==> config.mk <==
export PLATFORM = sky130hd
export DESIGN_NAME = alu_share_ctrl
export DESIGN_NICKNAME = d
export VERILOG_FILES = /design/src/rtl/alu_share_ctrl.sv
export SDC_FILE = /design/constraint.sdc
export NUM_CORES = 1
export LEC_CHECK = 0
export BUFFER_PORTS_ARGS = -buffer_cell sky130_fd_sc_hd__buf_2
export CORE_UTILIZATION = 42
export CTS_BUF_LIST = sky130_fd_sc_hd__clkbuf_16
export CTS_CLUSTER_SIZE = 16
export DETAILED_ROUTE_END_ITERATION = 12
export GPL_ROUTABILITY_DRIVEN = 0
export GPL_TIMING_DRIVEN = 0
export PLACE_DENSITY = 0.75
export SLEW_MARGIN = 20
export SYNTH_ARGS = -nofsm -noshare
export SYNTH_HDL_FRONTEND = slang
export SYNTH_SLANG_ARGS = --single-unit
export TNS_END_PERCENT = 50
==> constraint.sdc <==
create_clock -name clk -period 2 [get_ports clk]
set_clock_uncertainty 0.2 [all_clocks]
set_input_delay 0.2 -clock clk [delete_from_list [all_inputs] [get_ports clk]]
set_output_delay 0.2 -clock clk [all_outputs]
set_load 0.005 [all_outputs]
==> src/rtl/alu_share_ctrl.sv <==
// Round-robin sharing of one execute-stage ALU between the pipeline (port 0) and
// the pixel unit (port 1): registers the winner's operands, holds them, returns the result.
module alu_share_ctrl #(
  parameter int WIDTH      = 32,
  parameter int MUL_CYCLES = 2,
  parameter int DIV_CYCLES = 4
) (
  input  logic             clk,
  input  logic             rst_n,
  input  logic             req0_valid,
  output logic             req0_ready,
  input  logic [WIDTH-1:0] req0_a,
  input  logic [WIDTH-1:0] req0_b,
  input  logic [3:0]       req0_op,
  output logic             rsp0_valid,
  output logic [WIDTH-1:0] rsp0_result,
  output logic [3:0]       rsp0_flags,
  input  logic             req1_valid,
  output logic             req1_ready,
  input  logic [WIDTH-1:0] req1_a,
  input  logic [WIDTH-1:0] req1_b,
  input  logic [3:0]       req1_op,
  output logic             rsp1_valid,
  output logic [WIDTH-1:0] rsp1_result,
  output logic [3:0]       rsp1_flags,
  output logic [WIDTH-1:0] alu_a,
  output logic [WIDTH-1:0] alu_b,
  output logic [3:0]       alu_control,
  input  logic [WIDTH-1:0] alu_result,
  input  logic [3:0]       alu_flags
);

  localparam int MAX_L = (MUL_CYCLES > DIV_CYCLES) ? MUL_CYCLES : DIV_CYCLES;
  localparam int CW    = $clog2(MAX_L + 1) + 1;
  localparam logic [3:0] OP_MUL = 4'b0011;
  localparam logic [3:0] OP_DIV = 4'b0100;

  typedef enum logic [1:0] {IDLE, EXEC, RESP} state_t;

  state_t           state, state_nx;
  logic             last_grant;
  logic             gnt;
  logic             div0;
  logic [CW-1:0]    cnt;

  logic             win;
  logic             accept;
  logic [WIDTH-1:0] sel_a;
  logic [WIDTH-1:0] sel_b;
  logic [3:0]       sel_op;
  logic             sel_div0;
  logic [CW-1:0]    sel_lat;

  always_comb begin
    win = 1'b0;
    if (req0_valid && req1_valid) win = ~last_grant;
    else if (req1_valid)          win = 1'b1;

    accept   = (state == IDLE) && (req0_valid || req1_valid);
    sel_a    = win ? req1_a  : req0_a;
    sel_b    = win ? req1_b  : req0_b;
    sel_op   = win ? req1_op : req0_op;
    sel_div0 = (sel_op == OP_DIV) && (sel_b == '0);

    if (sel_div0)              sel_lat = CW'(1);
    else if (sel_op == OP_MUL) sel_lat = CW'(MUL_CYCLES);
    else if (sel_op == OP_DIV) sel_lat = CW'(DIV_CYCLES);
    else                       sel_lat = CW'(1);

    state_nx = state;
    case (state)
      IDLE:    if (accept) state_nx = EXEC;
      EXEC:    if (cnt == '0) state_nx = RESP;
      RESP:    state_nx = IDLE;
      default: state_nx = IDLE;
    endcase

    // ready is masked by rst_n so it reads low for the whole reset interval
    req0_ready = rst_n && accept && !win;
    req1_ready = rst_n && accept && win;
    rsp0_valid = (state == RESP) && !gnt;
    rsp1_valid = (state == RESP) && gnt;
  end

  always_ff @(posedge clk or negedge rst_n) begin
    if (!rst_n) state <= IDLE;
    else        state <= state_nx;
  end

  always_ff @(posedge clk or negedge rst_n) begin
    if (!rst_n) begin
      last_grant  <= 1'b1;
      gnt         <= 1'b0;
      div0        <= 1'b0;
      cnt         <= '0;
      alu_a       <= '0;
      alu_b       <= '0;
      alu_control <= 4'b0000;
      rsp0_result <= '0;
      rsp0_flags  <= '0;
      rsp1_result <= '0;
      rsp1_flags  <= '0;
    end else begin
      case (state)
        IDLE: begin
          if (accept) begin
            alu_a       <= sel_a;
            alu_b       <= sel_b;
            alu_control <= sel_op;
            last_grant  <= win;
            gnt         <= win;
            div0        <= sel_div0;
            // Loaded with L (not L-1): the extra EXEC cycle places the capture
            // edge at accept+L+1, so the strobe spans accept+L+1..accept+L+2.
            cnt         <= sel_lat;
          end
        end
        EXEC: begin
          if (cnt == '0) begin
            if (!gnt) begin
              rsp0_result <= div0 ? '1 : alu_result;
              rsp0_flags  <= div0 ? 4'b0000 : alu_flags;
            end else begin
              rsp1_result <= div0 ? '1 : alu_result;
              rsp1_flags  <= div0 ? 4'b0000 : alu_flags;
            end
          end else begin
            cnt <= cnt - CW'(1);
          end
        end
        default: ;
      endcase
    end
  end

endmodule
======== Word level (Yosys, flattened, before mapping) ========
Index checks and enable logic that the tools add are counted.
operators by class
  add/sub/neg operators ................... 1
  eq/ne operators ......................... 7
  mux-type cells .......................... 16
  bitwise gates (word level) .............. 2
  reductions and logical operators ........ 20
operator list
  operator                                              number
  2-to-1 mux 32 bit                                     3
  zero test 32 bit                                      1
  2-to-1 mux 4 bit                                      4
  2-to-1 mux 3 bit                                      3
  AND reduction 3 bit                                   3
  logical AND 1 bit                                     8
  case mux 4 bit (2 select lines)                       1
  != test 2 bit (second input constant)                 3
  equality test 4 x 2 -> 1 bit (second input constant)  1
  equality test 4 x 3 -> 1 bit (second input constant)  1
  zero test 4 bit                                       1
  2-to-1 mux 2 bit                                      2
  case mux 2 bit (2 select lines)                       1
  AND reduction 2 bit                                   2
  subtractor 4 x 1 -> 4 bit (second input constant)     1
  equality test 2 x 1 -> 1 bit (second input constant)  1
  equality test 2 bit (second input constant)           1
  zero test 1 bit                                       2
  zero test 2 bit                                       1
  2-to-1 mux 1 bit                                      2
  inverter 1 bit                                        2
  nonzero test 2 bit                                    1
  logical OR 1 bit                                      1
word-level totals
  flip-flop bits (word level) ............. 149
  input port bits ......................... 176
  output and inout bits ................... 144
  logic and storage cells ................. 58

======== Longest topological paths before layout ========
Gate-level depths: netlist of run 1.
  depth after elaboration ................. 9
  mapped depth ............................ 8

======== Worst setup path after synthesis of run 1 ========
No wires, ideal clock.
  kind .................................... register to register
  start point ............................. register cnt[0]
  end point ............................... register rsp0_flags[0]
  setup time .............................. 0.118 ns
  arrival time ............................ 1.742 ns
  required time ........................... 1.682 ns
  path slack .............................. -0.060 ns
  cell stages (with the launch flop) ...... 9
  buffers on the path ..................... 2
  period minus slack after synthesis ...... 2.060 ns
  cell sequence ........................... dfrtp_1 -> inv_1 -> ha_1 -> or3b_1 -> or3_1 -> buf_6 -> buf_6 -> nand2_1 -> o21ai_2
between the ends
  longest elaborated chain between the ends .. 2
RTL lines
  item                           line  text
  start, declared                44    logic [CW-1:0] cnt;
  start signal, assigned         115   cnt <= sel_lat;
  start signal, assigned         128   cnt <= cnt - CW'(1);
  zero test 4 bit                119   if (cnt == '0) begin
  AND reduction 3 bit (no line)  -
  end signal, assigned           122   rsp0_flags <= div0 ? 4'b0000 : alu_flags;
  end, declared                  17    output logic [3:0] rsp0_flags,
No other way between the ends.
A chain may end at the register's enable or synchronous reset.

======== Final worst setup path of run 1 ========
  start point ............................. register cnt[0]
  end point ............................... register rsp0_result[13]
between the ends
  longest elaborated chain between the ends .. 2
RTL lines
  item                           line  text
  zero test 4 bit                119
  AND reduction 3 bit (no line)  -
  end signal, assigned           121   rsp0_result <= div0 ? '1 : alu_result;
  end, declared                  16    output logic [WIDTH-1:0] rsp0_result,
No other way between the ends.

==> results.sh, run 1 <==
export IMPL_initial_core_util_pct=43.0
export IMPL_syn_to_final_growth_pct=73.1
export IMPL_routed_via_density=5.61
export IMPL_muxShareOfSynthArea_pct=0.325
export IMPL_synth_simple_area_share_pct=22.8
export IMPL_hold_path_class="input port to async pin"
export IMPL_grt_pass1_vias=8511
export IMPL_path_clk_slew_ns=0.07
export IMPL_synth_most_common_cell="nand2_1"
export IMPL_critPathArrivalTime_ns=2.22
export IMPL_die_area_sq_um=16100
export IMPL_whs_ns=-0.474
export IMPL_first_pass_iters=6
export IMPL_synth_nets=905
export IMPL_finalHoldViolCount=91
export IMPL_p_leak_uw=0.00549
export IMPL_synth_cell_types=36
export IMPL_grt_overflow=0
export IMPL_synth_top_area_share_pct=56.6
export IMPL_vias=8202
export IMPL_rr_worst_depth=7
export IMPL_min_period_over_period_pct=106
export IMPL_cts_inserted_buffers=17
export IMPL_cts_root_buf="clkbuf_16"
export IMPL_setup_viol=53
export IMPL_avgRoutedWirePerCell_um=19.2
export IMPL_max_freq_ghz=0.472
export IMPL_drt_initial_drc_count=527
export IMPL_portBuffers=319
export IMPL_antenna_found_initial=3
export IMPL_fin_cells=1463
export IMPL_fp_dieW_um=127
export IMPL_dieHeight_um=127
export IMPL_fin_util_pct=74.5
export IMPL_ir_worst_vdd_uv=800
export IMPL_ant_nets=0
export IMPL_syn_area_sq_um=6540
export IMPL_fin_nets=1435
export IMPL_crit_required_ns=2.10
export IMPL_hpwl_um=15700
export IMPL_htreeDepth=4
export IMPL_crit_fanout=10
export IMPL_grt_pass1_wl_um=42300
export IMPL_yosysWarnings=0
export IMPL_clockBufferDepth=2
export IMPL_drive_above_1_share_pct=39.5
export IMPL_violations="hold timing, setup timing"
export IMPL_track_usage_pct=33.9
export IMPL_tritoncts="built"
export IMPL_setup_ws_ns=-0.119
export IMPL_tightest_slew_ns=0.635
export IMPL_critPathKind="flop to flop"
export IMPL_relSlewSlack_pct=57.7
export IMPL_maxCapViolations=0
export IMPL_slew_viol_final=0
export IMPL_cts_hold_buf=172
export IMPL_period_needed_ns=2.12
export IMPL_placed_cells=1236
export IMPL_synthArstFlopShare_pct=100
export IMPL_status="finished with violations"
export IMPL_endpoint_kind="flop"
export IMPL_ios=320
export IMPL_synth_compound_area_share_pct=15.4
export IMPL_rsz0062_at_grt="true"
export IMPL_rows=45
export IMPL_insertion_delay_ns=0.41
export IMPL_ys_seq_elements=149
export IMPL_cp_start_kind="flop"
export IMPL_synth_top_family_by_area="simple AND/OR/NAND/NOR gates"
export IMPL_synth_ff_type="dfrtp_1"
export IMPL_grt_max_degree=83
export IMPL_synth_xor_area_share_pct=0
export IMPL_drt_total_wl_um=28000
export IMPL_netlist_top_cell_by_area="dfrtp_1"
export IMPL_synthTopCellsByArea="dfrtp_1 57%, nand2_1 13%, a31oi_1 6.6%"
export IMPL_clkSinkCount=149
export IMPL_yosysSeqAreaShare_pct=57.0
export IMPL_p_per_area_nw_per_um2=1350
export IMPL_synth_common_cells="220 x nand2_1, 148 x dfrtp_1, 107 x nor2_1, 69 x a31oi_1, 40 x o21ai_0"
export IMPL_syn_inst=728
export IMPL_core_sq_um=15200
export IMPL_synth_adder_area_share_pct=0.191
export IMPL_drc=0
export IMPL_syn_avg_cell_area_sq_um=8.98
export IMPL_synth_edf_count=0
## where the power goes
group | switching (uW) | internal (uW) | total (uW)
Combinational | 3520 | 3110 | 6640
Sequential | 1090 | 4560 | 5650
Clock | 1380 | 1610 | 2990
Total | 6000 | 9290 | 15300
## sequential cells by signal, indices dropped and copies added, names as in the netlist
signal,count
rsp1_flags,4
alu_control,4
alu_a,32
alu_b,32
rsp1_result,32
state,2
div0,1
rsp0_result,32
last_grant,1
gnt,1
cnt,4
rsp0_flags,4
## cells in the final DEF (no fill, tap or decap), types with 2 or more instances in the layout
| master | count |
|---|---|
| buf_4 | 14 |
| nand2_1 | 180 |
| nand2_2 | 30 |
| clkbuf_16 | 22 |
| nor4_1 | 18 |
| buf_6 | 8 |
| buf_8 | 6 |
| nand3_1 | 5 |
| inv_2 | 2 |
| nand4_1 | 3 |
| a21oi_1 | 2 |
| diode_2 | 4 |
| o21ai_1 | 18 |
| dlygate4sd3_1 | 172 |
| nand2b_1 | 5 |
| clkbuf_8 | 2 |
| clkbuf_1 | 14 |
| or3_4 | 2 |
| o21ai_2 | 43 |
| buf_12 | 3 |
| a31oi_1 | 69 |
| buf_2 | 325 |
| buf_1 | 3 |
| nand2_4 | 10 |
| clkinvlp_4 | 4 |
| inv_6 | 5 |
| dfrtp_1 | 148 |
| clkinv_4 | 5 |
| clkbuf_2 | 6 |
| o21ai_0 | 15 |
| nor2_1 | 106 |
## per-layer routing
layer	wire [um]	vias to the layer above	GRT usage, %
met5	0	-	0
met4	1960	0	25.1
met3	2610	187	9.62
met2	13700	633	57.6
met1	9730	3839	36.2
li1	-	3543	-
## kinds of logic (layout without fill, tap and decap cells)
kind of cell    Yosys count  count (layout)
fa+ha+maj                 1               1
simple gates            369             371
flops                   149             149
mux                       2               2
buf+inv                  53             594
compound gates          154             154
other cells               0               4
## metrics by stage
stage	setup slack, ns	cell area (sq um)	TNS (ns)	total power (uW)
after floorplan	-0.0508	6580	-1.46	8230
after global placement	-1.74	8410	-282.04	10600
after detailed placement	-0.357	8450	-29.39	10800
after CTS	-0.147	10900	-6.92	14200
after global routing	-0.205	11300	-8.98	16200
final	-0.119	11300	-2.20	15300
## area by class of cell
type | count | area [sq um]
diodes | 4 | 10.0
plain buffers | 49 | 388
clock buffers | 17 | 425
clock inverters | 15 | 123
fillers | 909 | 3880
inverters | 2 | 7.51
multi-input cells | 528 | 2820
flip-flops and latches | 149 | 3730
well taps | 188 | 235
repair buffers | 511 | 3590
## path summary, 6_finish.rpt
kind | start | to | slack, ns
max | cnt[0] | rsp0_result[13] | -0.12
min | rst_n | rsp0_result[20] | -0.47
max reg2reg | cnt[0] | rsp0_result[13] | -0.12
min reg2reg | rsp1_result[12] | rsp1_result[12] | 0.28
max in group asynchronous | rst_n | last_grant | 1.23
min in group clk | req1_valid | alu_control[3] | 0.18
## worst max-delay path, cell delays in order (launching register included)
cell	delay, ns
dfrtp_1	0.39
inv_2	0.07
ha_4	0.13
or3b_4	0.41
or3_4	0.43
buf_8	0.18
nand2_1	0.11
o21ai_2	0.07
## what timing repair did
action                                  4_1_cts  5_1_grt
endpoints found under the setup margin      148      140
gates cloned                                  0        6
setup buffers                                10        5
pin swaps                                     4       21
endpoints found under the hold margin       209       69
gates resized for setup                      35      107
Power figures use the tool's default switching activity.
==> run 2, diff against run 1 <==
- BUFFER_PORTS_ARGS: -buffer_cell sky130_fd_sc_hd__buf_2 -> default
- CORE_AREA: default -> 2 2 124 126
- CORE_UTILIZATION: 42 -> default
- DIE_AREA: default -> 0 0 126 128
- DONT_BUFFER_PORTS: default -> 1
- PLACE_DENSITY: 0.75 -> 0.59
==> results.sh, run 2 (same netlist as run 1, synthesis figures left out) <==
export IMPL_clkSinkCount=149
export IMPL_hpwl_um=14200
export IMPL_drc=0
export IMPL_grt_pass1_wl_um=34400
export IMPL_fin_tns_setup_ns=-2.18
export IMPL_r2r_setup_slack_ns=-0.07
export IMPL_setup_ws_ns=-0.0720
export IMPL_cts_inserted_buffers=17
export IMPL_routed_via_density=5.79
export IMPL_first_pass_iters=5
export IMPL_tritoncts="built"
export IMPL_clockBufferDepth=2
export IMPL_crit_fanout=10
export IMPL_dp_slack_ns=-0.353
export IMPL_critPathLaunch="cnt[1]"
export IMPL_ir_worst_vdd_uv=690
export IMPL_fillers=1160
export IMPL_sequentialPowerShare_pct=44.9
export IMPL_avgRoutedWirePerCell_um=20.0
export IMPL_vias=6547
export IMPL_crit_required_ns=2.10
export IMPL_p_switching_uw=5030
export IMPL_finalHoldViolCount=149
export IMPL_setup_viol=48
export IMPL_drt_total_wl_um=22600
export IMPL_grt_overflow=0
export IMPL_cp_start_kind="flop"
export IMPL_rows=45
export IMPL_cts_root_buf="clkbuf_16"
export IMPL_rr_worst_depth=7
export IMPL_netSwitchingFraction_pct=37.5
export IMPL_insertion_delay_ns=0.42
export IMPL_syn_to_final_growth_pct=45.4
export IMPL_cts_hold_buf=172
export IMPL_rr_startpoint="cnt[1]"
export IMPL_track_usage_pct=27.0
export IMPL_crit_path_end="rsp0_result[14]"
export IMPL_final_cell_mix="193 x nand2_1, 172 x dlygate4sd3_1, 148 x dfrtp_1"
export IMPL_max_freq_ghz=0.483
export IMPL_ant_nets=0
export IMPL_drive_above_1_share_pct=16.1
export IMPL_antenna_found_initial=0
export IMPL_ios=320
export IMPL_p_leak_uw=0.00416
export IMPL_initial_core_util_pct=44.0
export IMPL_whs_ns=-0.729
export IMPL_antenna_cells=0
export IMPL_path_clk_slew_ns=0.06
export IMPL_maxCapViolations=0
export IMPL_violations="hold timing, setup timing"
export IMPL_drt_initial_drc_count=368
export IMPL_fin_nets=1106
export IMPL_core_sq_um=14900
export IMPL_htreeDepth=4
export IMPL_endpoint_kind="flop"
export IMPL_rsz0062_at_grt="true"
export IMPL_die_area_sq_um=16100
export IMPL_portBuffers=0
export IMPL_hold_path_class="input port to async pin"
export IMPL_critPathKind="flop to flop"
export IMPL_fp_dieW_um=126
export IMPL_dieHeight_um=128
export IMPL_internal_power_uw=8390
export IMPL_grt_max_degree=152
export IMPL_r2r_end="rsp0_result[14]"
export IMPL_p_per_area_nw_per_um2=1410
export IMPL_slew_viol_final=0
export IMPL_relSlewSlack_pct=60.9
export IMPL_period_needed_ns=2.07
export IMPL_grt_pass1_vias=6633
export IMPL_critPathArrivalTime_ns=2.17
export IMPL_power_frac_comb_pct=31.1
export IMPL_fin_cells=1130
export IMPL_status="finished with violations"
export IMPL_clkPwrFrac_pct=24.0
export IMPL_mostFrequentLayoutCell="nand2_1"
export IMPL_tightest_slew_ns=0.578
export IMPL_placed_cells=916
export IMPL_min_period_over_period_pct=104
run 2: cell count changes in the layout (fill, tap and decap cells not counted), sizes merged:
cell / change
buf: -327
diode: -4
bufinv: +3
clkbuf: -2
clkinvlp: -2
inv: -2
clkinv: +1
run 2: per-layer routing:
layer	vias up	global-route usage, %	part of all wire, %
li1	2886	-	-
met1	3145	30.5	36
met2	434	46.0	50
met3	82	9.14	10
met4	0	13.0	3.8
met5	-	0	0
run 2: metrics by stage:
| stage | area (sq um) | total power (uW) | util [%] |
|---|---|---|---|
| 3_5_place_dp | 6810 | 9370 | 45.8 |
| 4_1_cts | 9280 | 13000 | 62.4 |
| 2_1_floorplan | 6580 | 8230 | - |
| 6_report | 9510 | 13400 | 64.0 |
| 5_1_grt | 9510 | 14300 | 64.0 |
| 3_3_place_gp | 6810 | 9180 | 45.8 |
run 2: area by class of cell:
cell class	instances	area [sq um]	area share, %
Sequential cell	149	3730	39.2
Clock buffer	17	425	4.47
Multi-Input combinational cell	528	2750	28.9
Buffer	49	368	3.87
Timing Repair Buffer	182	1830	19.3
Clock inverter	15	161	1.70
Inverter	2	7.51	0.0789
Tap cell	188	235	2.47
run 2: how the worst min path moves through the flow:
stage / from / end / slack [ns]
2_1_floorplan: rst_n / alu_a[0] / -0.30
3_3_place_gp: rst_n / rsp0_result[5] / -0.29
3_5_place_dp: rst_n / rsp1_result[5] / -0.29
4_1_cts: rst_n / rsp0_result[5] / -0.74
5_1_grt: rst_n / rsp1_result[5] / -0.74
6_report: rst_n / rsp1_result[5] / -0.73
run 2: critical path, stage by stage (launching register included):
cell     delay, ns
dfrtp_1       0.40
inv_2         0.07
ha_4          0.14
or3b_4        0.43
or3_4         0.41
buf_6         0.18
nand2_1       0.09
o21ai_2       0.05
run 2: power by group through the flow:
stage / Combinational [uW] / Clock (uW) / Sequential (uW)
5_1_grt: 4660 / 3410 / 6200
2_1_floorplan: 2720 / 0 / 5510
3_3_place_gp: 3220 / 0 / 5950
4_1_cts: 3810 / 3260 / 5950
3_5_place_dp: 3390 / 0 / 5980
6_report: 4170 / 3220 / 6020
run 2: what timing repair did:
action,in CTS,in global routing
gates resized for setup,35,71
endpoints found under the setup margin,148,83
gates cloned,0,4
setup buffers,5,3
pin swaps,4,6
endpoints found under the hold margin,290,149
==> run 3, diff against run 2 <==
- ABC_AREA: default -> 1
- PLACE_DENSITY: 0.59 -> 0.62
==> results.sh, run 3 <==
export IMPL_fin_nets=1110
export IMPL_critPathArrivalTime_ns=2.20
export IMPL_drc=0
export IMPL_critPathKind="flop to flop"
export IMPL_grt_max_degree=151
export IMPL_final_cell_area_sq_um=10000
export IMPL_setup_viol=10
export IMPL_antenna_found_initial=0
export IMPL_synth_edf_count=0
export IMPL_cts_hold_buf=173
export IMPL_rr_worst_depth=15
export IMPL_rsz0062_at_grt="true"
export IMPL_synth_top_area_share_pct=53.6
export IMPL_endpoint_kind="flop"
export IMPL_htreeDepth=4
export IMPL_slew_viol_final=0
export IMPL_avgRoutedWirePerCell_um=19.9
export IMPL_yosysSeqAreaShare_pct=54.0
export IMPL_grt_overflow=0
export IMPL_first_pass_iters=5
export IMPL_track_usage_pct=27.2
export IMPL_crit_fanout=8
export IMPL_relSlewSlack_pct=60.3
export IMPL_maxCapViolations=0
export IMPL_cp_start_kind="flop"
export IMPL_portBuffers=0
export IMPL_clockBufferDepth=2
export IMPL_drive_above_1_share_pct=22.5
export IMPL_finalHoldViolCount=149
export IMPL_postPlaceCellArea_sq_um=7140
export IMPL_ios=320
export IMPL_syn_area_sq_um=6900
export IMPL_routed_via_density=5.56
export IMPL_mostFrequentLayoutCell="dlygate4sd3_1"
export IMPL_period_needed_ns=2.10
export IMPL_syn_to_final_growth_pct=45.2
export IMPL_p_per_area_nw_per_um2=1330
export IMPL_tightest_slew_ns=0.596
export IMPL_synth_ff_type="dfrtp_1"
export IMPL_fp_dieW_um=126
export IMPL_vias=6295
export IMPL_drt_total_wl_um=22600
export IMPL_drt_initial_drc_count=356
export IMPL_crit_required_ns=2.10
export IMPL_fin_util_pct=67.4
export IMPL_clkSinkCount=149
export IMPL_synthTopCellsByArea="dfrtp_1 54%, mux2_2 10%, nand2_1 8.8%"
export IMPL_dieHeight_um=128
export IMPL_ys_seq_elements=149
export IMPL_core_sq_um=14900
export IMPL_synth_most_common_cell="nand2_1"
export IMPL_p_leak_uw=0.00462
export IMPL_grt_pass1_wl_um=34400
export IMPL_hpwl_um=13600
export IMPL_grt_pass1_vias=6603
export IMPL_cts_inserted_buffers=17
export IMPL_synth_nets=897
export IMPL_synth_common_cells="161 x nand2_1, 148 x dfrtp_1, 106 x o21ai_0, 64 x mux2_2, 52 x nor2_1"
export IMPL_syn_inst=720
export IMPL_initial_core_util_pct=46.4
export IMPL_synthArstFlopShare_pct=100
export IMPL_ant_nets=0
export IMPL_setup_ws_ns=-0.0965
export IMPL_violations="hold timing, setup timing"
export IMPL_hold_path_class="input port to async pin"
export IMPL_synth_cell_types=34
export IMPL_netlist_top_cell_by_area="dfrtp_1"
export IMPL_yosysWarnings=0
export IMPL_min_period_over_period_pct=105
export IMPL_dp_slack_ns=-0.326
export IMPL_status="finished with violations"
export IMPL_max_freq_ghz=0.477
export IMPL_fillers=1060
export IMPL_tritoncts="built"
export IMPL_path_clk_slew_ns=0.06
export IMPL_die_area_sq_um=16100
export IMPL_insertion_delay_ns=0.41
export IMPL_whs_ns=-0.716
export IMPL_ir_worst_vdd_uv=731
export IMPL_rows=45
export IMPL_final_cell_mix="173 x dlygate4sd3_1, 151 x nand2_1, 148 x dfrtp_1"
export IMPL_syn_avg_cell_area_sq_um=9.59
export IMPL_cts_root_buf="clkbuf_16"
-- run 3: final cells by class --
type | count | area [sq um] | area share (%)
multi-input cells | 484 | 2920 | 29.1
diodes | 1 | 2.50 | 0.0250
inverters | 48 | 185 | 1.85
flip-flops and latches | 149 | 3730 | 37.2
clock buffers | 17 | 425 | 4.24
well taps | 188 | 235 | 2.35
repair buffers | 195 | 2000 | 20.0
plain buffers | 38 | 339 | 3.38
clock inverters | 13 | 183 | 1.82
-- run 3: what timing repair did --
item | in CTS | in global routing
endpoints found under the setup margin | 108 | 96
resized for setup | 64 | 30
hold endpoints to repair | 290 | 149
gates cloned | 4 | 0
pin swaps | 9 | 15
setup buffers | 13 | 5
-- run 3: final timing paths --
check                                start         endpoint  slack [ns]
worst min register to register      cnt[2]           cnt[2]        0.27
worst min-delay path                 rst_n  rsp1_result[23]       -0.72
min in group clk                req0_valid           cnt[3]        0.06
worst max register to register  last_grant           cnt[2]        -0.1
worst max-delay path            last_grant           cnt[2]        -0.1
max in group asynchronous            rst_n       last_grant        2.04
-- run 3: critical path: stages, from the launching register on --
cell	delay (ns)
dfstp_2	0.55
nand2_4	0.07
nand2_8	0.12
buf_12	0.12
buf_16	0.11
nand2_1	0.04
nand2_1	0.08
nand2_1	0.06
nor2_1	0.09
nand2_1	0.07
nor2_2	0.15
nand2_1	0.08
nand2_2	0.07
nand2_1	0.05
nand3_1	0.06
nand2_1	0.05
-- run 3: where the power goes --
part	switching [uW]	internal [uW]
Combinational	2100	2030
Sequential	1360	4540
Clock	1230	2070
-- run 3: metal layers --
| metal | vias up | GRT usage (%) | wire length [um] |
|---|---|---|---|
| met5 | - | 0 | 0 |
| met4 | 0 | 12.5 | 831 |
| met3 | 70 | 9.72 | 2180 |
| met2 | 395 | 47.6 | 11200 |
| met1 | 3062 | 29.6 | 8410 |
| li1 | 2768 | - | - |
-- run 3: logic make-up (layout without fill, tap and decap cells) --
family / after synthesis / count (layout) / synth area share (%)
adder cells (fa/ha/maj): 1 / 1 / 0.181
AO/OA/AOI/OAI: 116 / 116 / 8.52
XOR/XNOR: 1 / 1 / 0.127
multiplexers: 73 / 73 / 11.9
other: 0 / 1 / 0
buffers and inverters: 87 / 311 / 5.71
AND/OR/NAND/NOR: 293 / 293 / 19.6
flip-flops: 149 / 149 / 54.0
-- run 3: per-stage QoR --
step                setup TNS (ns)  hold slack, ns  total power (uW)  cells
finish                      -0.379          -0.716             13300   1133
global route                 -3.46          -0.744             14100   1132
CTS                         -0.364          -0.735             13200   1128
detailed placement          -18.89          -0.292              9150    908
global placement            -13.35          -0.293              8900    908
floorplan                        0          -0.296              7950    720
